## src/rtl/uart_transmitter_top_pkg.sv

```systemverilog
// Shared definitions for the UART transmitter: FSM encoding, word-length codes
// and the word-length decode helpers.
package uart_transmitter_top_pkg;

    typedef enum logic [2:0] {
        ST_IDLE   = 3'd0,
        ST_START  = 3'd1,
        ST_DATA   = 3'd2,
        ST_PARITY = 3'd3,
        ST_STOP1  = 3'd4,
        ST_STOP2  = 3'd5
    } tx_state_t;

    localparam logic [1:0] WLS_5 = 2'b00;
    localparam logic [1:0] WLS_6 = 2'b01;
    localparam logic [1:0] WLS_7 = 2'b10;
    localparam logic [1:0] WLS_8 = 2'b11;

    function automatic logic [3:0] word_len(input logic [1:0] w);
        return {2'b00, w} + 4'd5;
    endfunction

    // Keeps only the bits that belong to the configured word length.
    function automatic logic [7:0] word_mask(input logic [1:0] w);
        case (w)
            WLS_5:   return 8'h1F;
            WLS_6:   return 8'h3F;
            WLS_7:   return 8'h7F;
            default: return 8'hFF;
        endcase
    endfunction

endpackage

```

## src/rtl/uart_transmitter_top_parity_generator.sv

```systemverilog
// Combinational parity bit for one transmit character; counterpart of the
// receiver's parity checker.
module parity_generator
    import uart_transmitter_top_pkg::*;
(
    input  logic [7:0] i_data,
    input  logic [1:0] i_wls,
    input  logic       i_pen,
    input  logic       i_eps,
    input  logic       i_sp,
    output logic       o_par
);

    logic [7:0] w_bits;

    assign w_bits = i_data & word_mask(i_wls);

    always_comb begin
        o_par = 1'b0;
        if (!i_pen)     o_par = 1'b0;
        else if (i_sp)  o_par = ~i_eps;
        else if (i_eps) o_par = ^w_bits;
        else            o_par = ~^w_bits;
    end

endmodule

```

## src/rtl/uart_transmitter_top.sv

```systemverilog
// UART transmitter: pops one character from the THR per frame and serialises
// start / data (LSB first) / optional parity / 1-2 stop bits onto the line.
module uart_transmitter_top
    import uart_transmitter_top_pkg::*;
#(
    parameter int DATA_W     = 8,
    parameter bit IDLE_LEVEL = 1'b1
) (
    input  logic              pclk,
    input  logic              presetn,
    input  logic              utrrst,
    input  logic              transmit_edge,
    input  logic [DATA_W-1:0] thr_data,
    input  logic              thr_empty,
    input  logic [1:0]        wls,
    input  logic              pen,
    input  logic              eps,
    input  logic              sp,
    input  logic              stb,
    input  logic              bc,
    input  logic              loop,
    output logic              thr_read,
    output logic              uart_txd,
    output logic              loop_txd,
    output logic              tsr_empty
);

    tx_state_t         r_state;
    logic [2:0]        r_cnt;
    logic [DATA_W-1:0] r_tsr;
    logic [1:0]        r_wls;
    logic              r_pen;
    logic              r_stb;
    logic              r_par;
    logic              r_lvl;
    logic              r_bc;

    logic w_par;
    logic w_frame_end;
    logic w_load;
    logic w_s;

    parity_generator u_parity (
        .i_data (thr_data),
        .i_wls  (wls),
        .i_pen  (pen),
        .i_eps  (eps),
        .i_sp   (sp),
        .o_par  (w_par)
    );

    // Reloading straight out of the last stop bit keeps frames contiguous.
    assign w_frame_end = transmit_edge &
                         (((r_state == ST_STOP1) & !r_stb) | (r_state == ST_STOP2));
    assign w_load      = !utrrst & !thr_empty &
                         ((transmit_edge & (r_state == ST_IDLE)) | w_frame_end);

    always_ff @(posedge pclk or negedge presetn) begin
        if (!presetn) begin
            r_state <= ST_IDLE;
            r_cnt   <= '0;
            r_tsr   <= '0;
            r_wls   <= WLS_5;
            r_pen   <= 1'b0;
            r_stb   <= 1'b0;
            r_par   <= 1'b0;
            r_lvl   <= IDLE_LEVEL;
            r_bc    <= 1'b0;
        end else if (utrrst) begin
            r_state <= ST_IDLE;
            r_cnt   <= '0;
            r_tsr   <= '0;
            r_wls   <= WLS_5;
            r_pen   <= 1'b0;
            r_stb   <= 1'b0;
            r_par   <= 1'b0;
            r_lvl   <= IDLE_LEVEL;
            r_bc    <= 1'b0;
        end else begin
            r_bc <= bc;
            if (w_load) begin
                // Frame configuration is frozen here so later register writes
                // only affect the next character.
                r_tsr   <= thr_data & word_mask(wls);
                r_wls   <= wls;
                r_pen   <= pen;
                r_stb   <= stb;
                r_par   <= w_par;
                r_state <= ST_START;
                r_lvl   <= ~IDLE_LEVEL;
            end else if (transmit_edge) begin
                case (r_state)
                    ST_START: begin
                        r_state <= ST_DATA;
                        r_cnt   <= '0;
                        r_lvl   <= r_tsr[0];
                    end
                    ST_DATA: begin
                        if ({1'b0, r_cnt} == word_len(r_wls) - 4'd1) begin
                            r_state <= r_pen ? ST_PARITY : ST_STOP1;
                            r_lvl   <= r_pen ? r_par : IDLE_LEVEL;
                        end else begin
                            r_cnt <= r_cnt + 3'd1;
                            r_tsr <= r_tsr >> 1;
                            r_lvl <= r_tsr[1];
                        end
                    end
                    ST_PARITY: begin
                        r_state <= ST_STOP1;
                        r_lvl   <= IDLE_LEVEL;
                    end
                    ST_STOP1: begin
                        r_state <= r_stb ? ST_STOP2 : ST_IDLE;
                        r_lvl   <= IDLE_LEVEL;
                    end
                    ST_STOP2: begin
                        r_state <= ST_IDLE;
                        r_lvl   <= IDLE_LEVEL;
                    end
                    default: begin
                        r_state <= ST_IDLE;
                        r_lvl   <= IDLE_LEVEL;
                    end
                endcase
            end
        end
    end

    // Break overrides the line without disturbing the FSM level underneath.
    assign w_s       = r_lvl & ~r_bc;
    assign loop_txd  = w_s;
    assign uart_txd  = loop ? IDLE_LEVEL : w_s;
    assign tsr_empty = (r_state == ST_IDLE);
    assign thr_read  = w_load;

endmodule

```

## config.mk

```make
export PLATFORM = sky130hd
export DESIGN_NAME = uart_transmitter_top
export DESIGN_NICKNAME = d
export VERILOG_FILES = /design/src/rtl/uart_transmitter_top_pkg.sv /design/src/rtl/uart_transmitter_top_parity_generator.sv /design/src/rtl/uart_transmitter_top.sv
export SDC_FILE = /design/constraint.sdc
export NUM_CORES = 1
export LEC_CHECK = 0
export BUFFER_PORTS_ARGS = -buffer_cell sky130_fd_sc_hd__buf_2
export CAP_MARGIN = 20
export CELL_PAD_IN_SITES_DETAIL_PLACEMENT = 1
export CELL_PAD_IN_SITES_GLOBAL_PLACEMENT = 2
export CORE_MARGIN = 1
export CORE_UTILIZATION = 35
export CTS_CLUSTER_SIZE = 25
export DETAILED_ROUTE_END_ITERATION = 12
export PLACE_DENSITY = 0.9
export REMOVE_ABC_BUFFERS = 1
export SYNTH_ARGS = -nofsm -noshare
export SYNTH_HDL_FRONTEND = slang
export SYNTH_HIERARCHICAL = 1
export SYNTH_SLANG_ARGS = --single-unit
```

## constraint.sdc

```tcl
create_clock -name pclk -period 3.6 [get_ports pclk]
set_input_delay 0.9 -clock pclk [delete_from_list [all_inputs] [get_ports pclk]]
set_output_delay 0.9 -clock pclk [all_outputs]
set_load 0.01 [all_outputs]
```

==> reports/metrics.yaml <==
outcome:
  status: "complete, no violations"
route:
  wl_per_cell_um: 16.53
  finalWirelength_um: 3785
  first_pass_iters: 4
  viasPerCell: 5.642
  drc: 0
  vias: 1292
  initialDrtViolationCount: 77
  ant_nets: 0
logic_synthesis:
  yosys.area.top_type: "dfrtp_1"
  synth_ff_type: "dfrtp_1"
  netlist_instances: 161
  netlist_area_um2: 1411
  synth_top_cell_area_share_pct: 35.46
  avgSynthCellArea_um2: 8.766
  ys_seq_elements: 21
  yosysSeqAreaShare_pct: 37.32
  synth-edff-count: 0
  ys_warn_count: 6
  synth.distinct_cells: 46
  synth_top_cells_by_area: "dfrtp_1 (35%), a21oi_1 (5.0%), nand2_1 (4.8%)"
  async_flop_share_pct: 100.0
finish:
  final_common_cell: "buf_2"
  fill_cells: 455
  drive_gt1_share_pct: 20.99
  final_cell_mix: "buf_2 (24), dfrtp_1 (20), nand2_1 (18)"
  antenna_cells_inserted: 0
  area.growth.synth_to_final_pct: 14.01
  final_nets: 204
timing:
  maxSlewHeadroom_pct: 55.72
  worst_slew_pin_slew_ns: 0.6632
  max_freq_mhz: 325.5
  rsz0062_at_grt: "false"
  fin_crit_ns: 3.072
  fin_crit_sh_pct: 85.35
  skew_ns: 0.007791
  holdWs_ns: 0.5419
  tns_ns: 0
  setup_viol: 0
  hold_viol: 0
  slew_violations: 0
clocking:
  htree_levels: 1
  clk_pin_slew_ns: 0.09
  cts_hold_buf: 0
  postCtsSetupRepairBufs: 0
  cts_tree: "built"
  cts_max_path_buffers: 2
  cts_buffers: 3
  cts_sinks: 21
  cts_root_buffer: "clkbuf_8"
  clock_latency_ns: 0.27
  cts_resized: 0
global_route:
  antenna_found_initial: 0
  grt_pass1_wl_um: 6499
  grtUsageTotal_pct: 20.24
  overflow: 0
  grt_pass1_vias: 1357
  grt_max_degree: 23
place:
  hpwl_um: 2809
  io_buffers: 24
  gp_congestion: 0.7431
worst_setup_path:
  r2r_end: "r_tsr[6]"
  reg2reg_from: "r_state[0]"
  crit_type: "input pin to primary output"
  r2r_slack_ns: 1.23
  start_kind: "input pin"
  cp_data_arrival_time_ns: 2.17
  cp_max_fo: 5
  worstPathRequired_ns: 2.70
  end_kind: "primary output"
  r2r_cells: 5
floorplanning:
  initial_utilization_pct: 37.43
  row_count: 22
  die_h_um: 65.50
  die_w_um: 65.50
  coreArea_um2: 3771
  io_pins: 25
  dieArea_um2: 4290
pwr:
  p_leak_nw: 0.7091
  ir_drop_mv: 0.1146
  p_per_area_nw_per_um2: 335.2
  switching_power_uw: 164.6
  internal-power_uw: 374.8
  power_frac_seq_pct: 48.3
  swShare_pct: 30.51
  pwr-share-clk_pct: 30.7
  power_frac_comb_pct: 21.0
worst_hold_path:
  hp-start: "r_par"
  min_path_type: "flop to flop"
  hold_depth: 2
  worstHoldEndpoint: "r_par"
job:
  drv_cap: 0
critical path, cell delays in order:
cell,delay (ns)
buf_2,0.10
or2_0,0.23
or4_1,0.70
clkinv_4,0.11
buf_2,0.13
power by group through the flow:
stage                     logic (mW)  registers, mW  clock network [mW]
after global placement         0.108          0.264                   0
after floorplan               0.0674          0.261                   0
after CTS                      0.114          0.260               0.168
after global routing           0.127          0.263               0.179
final                          0.113          0.261               0.166
after detailed placement       0.113          0.265                   0
flip-flops by register name, summed over array words and instances (netlist names):
name     count
r_cnt        3
r_stb        1
r_state      3
r_wls        2
r_pen        1
r_bc         1
r_tsr        8
r_lvl        1
r_par        1
synthesized netlist by cell type, drive strengths merged, types with 3 or more instances:
library cell,count
a221oi,4
nand2,18
nor3,3
nor2b,6
o31ai,4
a311oi,3
dfrtp,20
nand3,4
or4,4
nor2,8
nor3b,3
a21oi,14
o21ai,6
nand3b,4
xor2,4
clkbuf,7
inv,8
mux2i,4
or2,3
nand2b,6
worst max path at each step:
stage | start | end | slack, ns
global placement | thr_empty | thr_read | 0.55
floorplan | thr_empty | thr_read | 0.82
CTS | thr_empty | thr_read | 0.51
detailed placement | thr_empty | thr_read | 0.51
global route | thr_empty | thr_read | 0.48
finish | thr_empty | thr_read | 0.53
through the flow:
step / total power, mW / util [%] / instance area [um^2] / std cells / setup WS (ns)
6_report: 0.5394 / 42.67 / 1609 / 229 / 0.5275
2_1_floorplan: 0.3283 / - / 1375 / 152 / 0.8208
4_1_cts: 0.5423 / 42.67 / 1609 / 229 / 0.5095
3_3_place_gp: 0.3724 / 41.44 / 1563 / 225 / 0.5526
5_1_grt: 0.5691 / 42.67 / 1609 / 229 / 0.4798
3_5_place_dp: 0.3783 / 41.44 / 1563 / 225 / 0.5128
logic make-up after synthesis:
| family | after synthesis | share of synthesized area [%] |
|---|---|---|
| AND/OR/NAND/NOR | 67 | 26.33 |
| AO/OA/AOI/OAI | 42 | 20.66 |
| flip-flops | 21 | 37.32 |
| buffers and inverters | 18 | 5.320 |
| XOR/XNOR | 7 | 5.852 |
| multiplexers | 5 | 3.635 |
| adder cells (fa/ha/maj) | 1 | 0.8864 |
routing by layer:
layer,track usage (%),vias up,share of wire (%)
met5,0,-,0
met3,2.604,11,3.1
met4,8.424,0,2.6
met1,28.08,628,48
li1,-,621,-
met2,31.44,32,46
area by class of cell:
cell class | instances | area (um^2) | share of cell area (%)
multi-input cells | 122 | 809.5 | 50.31
flip-flops and latches | 21 | 526.8 | 32.74
repair buffers | 25 | 127.6 | 7.932
well taps | 48 | 60.06 | 3.733
clock buffers | 3 | 41.29 | 2.566
inverters | 9 | 38.79 | 2.411
clock inverters | 1 | 5.005 | 0.3110
Note: power is estimated with default switching activity, not from simulation.
